File: src/rtl/acc_sequencer.sv
// Accumulator sequencer: owns AC/Z, issues one ALU op per accepted request, commits ACout back into AC.
// Latency: accept at edge k, commit at edge k+1 (MUL: k+1+MUL_STALL), done pulse in the cycle after commit.
// Backpressure: op_ready high only in IDLE; one op in flight, 3 cycles per op (MUL: 3+MUL_STALL).
//
// Ports:
//   clk, rst_n              clock, synchronous active-low reset
//   op_valid/op_ready       request handshake; op_code (4b) and op_data (WIDTH) captured on accept
//   alu_cs, alu_ac, alu_r   drive the combinational ALU (CS, ACin, Rin)
//   alu_result              ALU ACout, committed into ac at the end of EXEC
//   ac, z_flag              committed accumulator and zero flag
//   done, op_err            one-cycle retire pulse; op_err marks an illegal opcode
//   c_flag                  carry/borrow flag, present only when CARRY_FLAG_EN is defined
//
// Optional feature macro: CARRY_FLAG_EN (adds c_flag output and carry/borrow logic).

module acc_sequencer #(
    parameter int WIDTH     = 16,
    parameter int MUL_STALL = 2
) (
    input  logic             clk,
    input  logic             rst_n,
    input  logic             op_valid,
    output logic             op_ready,
    input  logic [3:0]       op_code,
    input  logic [WIDTH-1:0] op_data,
    output logic [3:0]       alu_cs,
    output logic [WIDTH-1:0] alu_ac,
    output logic [WIDTH-1:0] alu_r,
    input  logic [WIDTH-1:0] alu_result,
    output logic [WIDTH-1:0] ac,
    output logic             z_flag,
`ifdef CARRY_FLAG_EN
    output logic             c_flag,
`endif
    output logic             done,
    output logic             op_err
);

    // ALU opcodes this block cares about; everything above OP_CLA is illegal.
    localparam logic [3:0] OP_NOP = 4'h0;
    localparam logic [3:0] OP_ADD = 4'h1;
    localparam logic [3:0] OP_SUB = 4'h2;
    localparam logic [3:0] OP_MUL = 4'h7;
    localparam logic [3:0] OP_CLA = 4'hB;

    // Stall counter must hold MUL_STALL; keep at least one bit when MUL_STALL is 0.
    localparam int          CW         = (MUL_STALL > 0) ? $clog2(MUL_STALL + 1) : 1;
    localparam logic [CW-1:0] STALL_INIT = CW'(MUL_STALL);

    typedef enum logic [1:0] {
        IDLE = 2'd0,
        EXEC = 2'd1,
        DONE = 2'd2
    } state_t;

    state_t          state;
    logic [CW-1:0]   stall_cnt;
    logic            hold_illegal;
    logic            op_legal;
    logic            res_zero;

    assign op_legal = (op_code <= OP_CLA);
    assign res_zero = (alu_result == '0);

    // The ALU always sees the committed accumulator.
    assign alu_ac = ac;

`ifdef CARRY_FLAG_EN
    logic [WIDTH:0] add_wide;
    logic           add_carry;
    logic           sub_borrow;
    logic           carry_next;

    // Carry/borrow are derived here from ac and the held operand, not from the ALU.
    // During EXEC alu_cs holds the opcode for legal ops and alu_r holds the operand.
    assign add_wide   = {1'b0, ac} + {1'b0, alu_r};
    assign add_carry  = add_wide[WIDTH];
    assign sub_borrow = (ac < alu_r);

    always_comb begin
        carry_next = 1'b0;
        if (alu_cs == OP_ADD) begin
            carry_next = add_carry;
        end else if (alu_cs == OP_SUB) begin
            carry_next = sub_borrow;
        end
    end
`endif

    always_ff @(posedge clk) begin
        if (!rst_n) begin
            state        <= IDLE;
            ac           <= '0;
            z_flag       <= 1'b0;
            alu_cs       <= OP_NOP;
            alu_r        <= '0;
            done         <= 1'b0;
            op_err       <= 1'b0;
            op_ready     <= 1'b1;
            stall_cnt    <= '0;
            hold_illegal <= 1'b0;
`ifdef CARRY_FLAG_EN
            c_flag       <= 1'b0;
`endif
        end else begin
            // Retire pulses last exactly one cycle.
            done   <= 1'b0;
            op_err <= 1'b0;

            case (state)
                IDLE: begin
                    if (op_valid && op_ready) begin
                        op_ready     <= 1'b0;
                        alu_r        <= op_data;
                        hold_illegal <= !op_legal;
                        // Illegal opcodes run as NOP on the ALU so nothing spurious is driven.
                        alu_cs       <= op_legal ? op_code : OP_NOP;
                        stall_cnt    <= (op_code == OP_MUL) ? STALL_INIT : '0;
                        state        <= EXEC;
                    end
                end

                EXEC: begin
                    if (stall_cnt != '0) begin
                        stall_cnt <= stall_cnt - 1'b1;
                    end else begin
                        if (!hold_illegal) begin
                            ac     <= alu_result;
                            z_flag <= res_zero;
`ifdef CARRY_FLAG_EN
                            c_flag <= carry_next;
`endif
                        end
                        done   <= 1'b1;
                        op_err <= hold_illegal;
                        alu_cs <= OP_NOP;
                        state  <= DONE;
                    end
                end

                DONE: begin
                    op_ready <= 1'b1;
                    state    <= IDLE;
                end

                default: begin
                    op_ready <= 1'b1;
                    alu_cs   <= OP_NOP;
                    state    <= IDLE;
                end
            endcase
        end
    end

endmodule

File: config.mk
export PLATFORM = sky130hd
export DESIGN_NAME = acc_sequencer
export DESIGN_NICKNAME = d
export VERILOG_FILES = /design/src/rtl/acc_sequencer.sv
export SDC_FILE = /design/constraint.sdc
export NUM_CORES = 1
export LEC_CHECK = 0
export ABC_AREA = 1
export CAP_MARGIN = 40
export CORE_MARGIN = 4
export CORE_UTILIZATION = 30
export DETAILED_ROUTE_END_ITERATION = 6
export HOLD_SLACK_MARGIN = 0.1
export PLACE_DENSITY_LB_ADDON = 0.15
export SYNTH_ARGS = -nofsm -noshare
export SYNTH_HDL_FRONTEND = slang
export SYNTH_SLANG_ARGS = --single-unit
File: constraint.sdc
create_clock -name clk -period 3.4 [get_ports clk]
set_input_delay 0.51 -clock clk [delete_from_list [all_inputs] [get_ports clk]]
set_output_delay 0.51 -clock clk [all_outputs]
set_load 0.01 [all_outputs]
Yosys cells after proc, flatten, opt, wreduce, memory -nomap -nowiden --
Cells that the tools add are included.
Operators by class: equal/unequal tests 6, bitwise gates (word level) 5, $lt $le $gt $ge 1, add/sub/neg operators 1, mux-type cells 14, reduce and logical (&&, ||, !) cells 14
Operators with widths (count):
- 16-bit zero test | 1
- 4-bit 2-to-1 mux | 3
- 4-bit case mux with 3 select lines | 1
- 2-bit 2-to-1 mux | 5
- 3-bit AND reduction | 3
- 2-bit case mux with 2 select lines | 2
- 2-bit AND reduction | 4
- 2-bit inequality test, second input constant | 3
- 1-bit NOT | 5
- 4-bit by 3-bit == test with 1-bit output, second input constant | 1
- 4-bit less-or-equal comparator, second input constant | 1
- 2-bit nonzero test | 2
- 3-bit OR reduction | 1
- 2-bit by 1-bit == test with 1-bit output, second input constant | 1
- 2-bit == test, second input constant | 1
- 2-bit zero test | 1
- 1-bit 2-to-1 mux | 2
- 1-bit case mux with 2 select lines | 1
- 2-bit by 1-bit subtractor with 2-bit output, second input constant | 1
- 1-bit logical AND | 1
- 1-bit zero test | 1
Word-level totals: bits of input ports 39, register bits 45, word-level logic and storage cells 51

Depth between registers and ports, before layout --
depth after elaboration 4, gate-level depth with buffers 9, depth with buffers taken out 8

Worst setup path after synthesis --
No wires, ideal clock.
kind register to register, from register stall_cnt[0], to register ac[10], data required time 3.284 ns, library setup time 0.116 ns, buffers on the path 1, stages on the path, launching flop included 9, clock period less this slack 1.254 ns, slack 2.146 ns, arrival time 1.139 ns, cell sequence dfxtp_1 -> inv_1 -> ha_1 -> inv_1 -> nor2_1 -> nand2_4 -> buf_2 -> o21ai_0 -> nor2_1
On the way: cells in the longest elaborated chain, start to end 3
Ends and longest elaborated chain:
- from (decl) | RTL line 57 | logic [CW-1:0] stall_cnt;
- from (signal assigned) | RTL line 118 | stall_cnt <= (op_code == OP_MUL) ? STALL_INIT : '0;
- from (signal assigned) | RTL line 125 | stall_cnt <= stall_cnt - 1'b1;
- 2-bit nonzero test | RTL line 124 | if (stall_cnt != '0) begin
- 1-bit NOT (no line)
- 3-bit AND reduction (no line)
- to (signal assigned) | RTL line 128 | ac <= alu_result;
- to (decl) | RTL line 30 | output logic [WIDTH-1:0] ac,
Every way passes these cells. A chain may end at the register's enable or synchronous reset.

Worst setup path after layout --
from register op_ready, to output op_ready
RTL lines:
- from (decl) | RTL line 23 | output logic op_ready,
- from (signal assigned) | RTL line 99 | op_ready <= 1'b1;
- from (signal assigned) | RTL line 113 | op_ready <= 1'b0;
- from (signal assigned) | RTL line 142 | op_ready <= 1'b1;
No word-level cell between the ends.

==> reports/qor.yml <==
status:
  status: "complete, no violations"
synth:
  synth_top_family_by_area: "simple AND/OR/NAND/NOR gates"
  synthXorXnorAreaFrac_pct: 0
  ys.flop_type: "dfxtp_1"
  synthMuxAreaShare_pct: 0
  ys_types: 22
  synth_area_leaders: "dfxtp_1, nor2_1, o21ai_0, buf_4, nand2_1"
  avgSynthCellArea_um2: 7.653
  ys_ff_latch: 45
  synth-simple-area-share_pct: 24.29
  synth_top_cell_by_area: "dfxtp_1"
  synth_compound_area_share_pct: 12.62
  synth_async_sr_flop_share_pct: 0
  syn_inst: 241
  synth_fp_nets: 282
  syn-cell-area_um2: 1844
  yosys_warnings: 0
  yosys.area.top_type_share_pct: 48.85
  synth_most_common_cell: "nor2_1"
  yosys-top-cells-count: "nor2_1, dfxtp_1, o21ai_0"
  yosysSeqAreaShare_pct: 48.85
  synth_fa_ha_area_share_pct: 1.357
  synth_edf_count: 0
clock_network:
  post_cts_resized: 0
  clk_pin_slew_ps: 90
  post-cts-setup-buffer-count: 0
  htreeDepth: 2
  clkLatencyLatePin_ps: 290
  cts_root_buffer: "clkbuf_8"
  cts_buffers: 5
  max-clock-path-buffers: 2
  cts_tree: "done"
  clkSinkCount: 45
  cts_hold_buf: 0
floorplanning:
  design.die.area_um2: 7466
  coreArea_um2: 5956
  die_w_um: 86.41
  rows: 28
  initial_core_util_pct: 30.97
  fp.dieH_um: 86.41
  io_pins: 95
worst_setup_path:
  setup.worst_path.start_class: "flop"
  cp_top_family: "buffers and inverters"
  slowest_delay_ps: 550
  cp.arrival_ps: 1210
  cp.required_ps: 2890
  cp-end-kind: "output pin"
  rrSetupSlack_ps: 1930
  path_cells: "clkdlybuf4s50_1"
  critPathSlowestCell: "clkdlybuf4s50_1"
  r2r_cells: 5
  startpoint: "op_ready$_SDFFE_PN1P_"
  cp.depth: 1
  critPathBufInv: 1
  critPathKind: "reg -> out"
  worst_r2r_startpoint: "state[1]$_SDFFE_PN0P_"
  cp-endpoint: "op_ready"
  cp_max_fo: 3
  r2r-end: "alu_cs[3]$_SDFFE_PN0P_"
global_routing:
  grt_pass1_wl_mm: 7.320
  track_usage_pct: 12.34
  overflow: 0
  grt_pass1_vias: 1540
  grt_start_max_net_pins: 36
  grt_antenna_before_repair: 0
drt:
  first_pass_iters: 4
  vias: 1681
  wl_per_cell_um: 11.81
  dr.first_iter.drc_count: 63
  drc: 0
  ant_nets: 0
  via_per_inst: 4.266
  routed_wl_mm: 4.653
power_and_ir_drop:
  pwr_density_cell_nw_per_um2: 487.6
  fin_total_pwr_uw: 1379
  power_leakage_uw: 0.001095
  peakVddDrop_mv: 0.2277
timing:
  finalHoldViolCount: 0
  finalSetupViolCount: 0
  rsz0062_at_grt: "false"
  fmax_mhz: 581.0
  drv_slew: 0
  hold_ws_ps: 429.9
  worst_pin_slew_ps: 400.8
  layout_min_cycle_time_ps: 1721
  fin_crit_sh_pct: 50.62
  setup-tns-final_ps: 0
  relSlewSlack_pct: 73.19
  skew_ps: 9.544
placement:
  dp_cells: 386
  port_buffers: 94
  place_congestion: 0.7202
  hpwl_mm: 3.449
finish:
  diodes: 0
  drive_gt1_share_pct: 5.329
  synthToLayoutAreaGrowth_pct: 53.32
  finalNonFillerCells: 394
  final_nets: 359
  postLayoutCoreUtil_pct: 47.48
hold_path:
  min_path_type: "reg -> reg"
  hold-path-cell-count: 1
job:
  cap_violations: 0
## layout make-up
type	count	area [µm²]
Clock buffer	6	82.58
Clock inverter	2	37.54
Fill cell	610	3128
Inverter	15	58.81
Multi-Input combinational cell	156	705.7
Sequential cell	45	900.9
Tap cell	75	93.84
Timing Repair Buffer	95	948.4
## layer usage
metal	vias to the layer above	share of wire (%)	track usage (%)
li1	900	-	-
met1	737	45	15.28
met2	42	48	20.51
met3	2	5.5	4.087
met4	0	0.71	3.399
met5	-	0	0
## registers in the layout, summed over array words and instances, names as in the netlist
| register | count |
|---|---|
| ac | 16 |
| alu_r | 16 |
| alu_cs | 4 |
| stall_cnt | 2 |
| state | 2 |
| done | 1 |
| hold_illegal | 1 |
| op_err | 1 |
| op_ready | 1 |
| z_flag | 1 |
## cell families (layout without fill, tap and decap cells)
| logic type | count (synthesis) | after routing |
|---|---|---|
| fa+ha+maj | 2 | 2 |
| buf+inv | 40 | 118 |
| simple gates | 109 | 109 |
| flops | 45 | 45 |
| compound gates | 45 | 45 |
## worst min path at each step
stage                               from                         to  slack, ps
3_5_place_dp   stall_cnt[0]$_SDFFE_PN0P_  stall_cnt[0]$_SDFFE_PN0P_        420
2_1_floorplan  stall_cnt[0]$_SDFFE_PN0P_  stall_cnt[0]$_SDFFE_PN0P_        400
5_1_grt        stall_cnt[0]$_SDFFE_PN0P_  stall_cnt[0]$_SDFFE_PN0P_        450
6_report       stall_cnt[0]$_SDFFE_PN0P_  stall_cnt[0]$_SDFFE_PN0P_        430
4_1_cts        stall_cnt[0]$_SDFFE_PN0P_  stall_cnt[0]$_SDFFE_PN0P_        430
3_3_place_gp   stall_cnt[0]$_SDFFE_PN0P_  stall_cnt[0]$_SDFFE_PN0P_        420
## per-stage QoR
stage          worst slack, ps  cell area, µm²
2_1_floorplan             2146            1844
3_3_place_gp              1390            2708
3_5_place_dp              1371            2708
4_1_cts                   1649            2828
5_1_grt                   1581            2828
6_report                  1679            2828
## layout by cell type, fill, tap and decap left out, types with 2 or more instances in the layout
master            n
clkdlybuf4s50_1  94
o21ai_0          35
dfxtp_1          45
nand3_1           4
nand2_1          22
a21oi_1           9
nor2_4            2
inv_1            13
clkbuf_8          6
nor3_1            3
ha_1              2
nor2_1           74
## report_power, final
group | switching [µW] | internal, µW | total [µW]
Combinational | 161 | 190 | 352
Sequential | 31.1 | 579 | 610
Clock | 178 | 239 | 417
Total | 370 | 1010 | 1380
No activity file was read; power rests on OpenSTA's default activity.
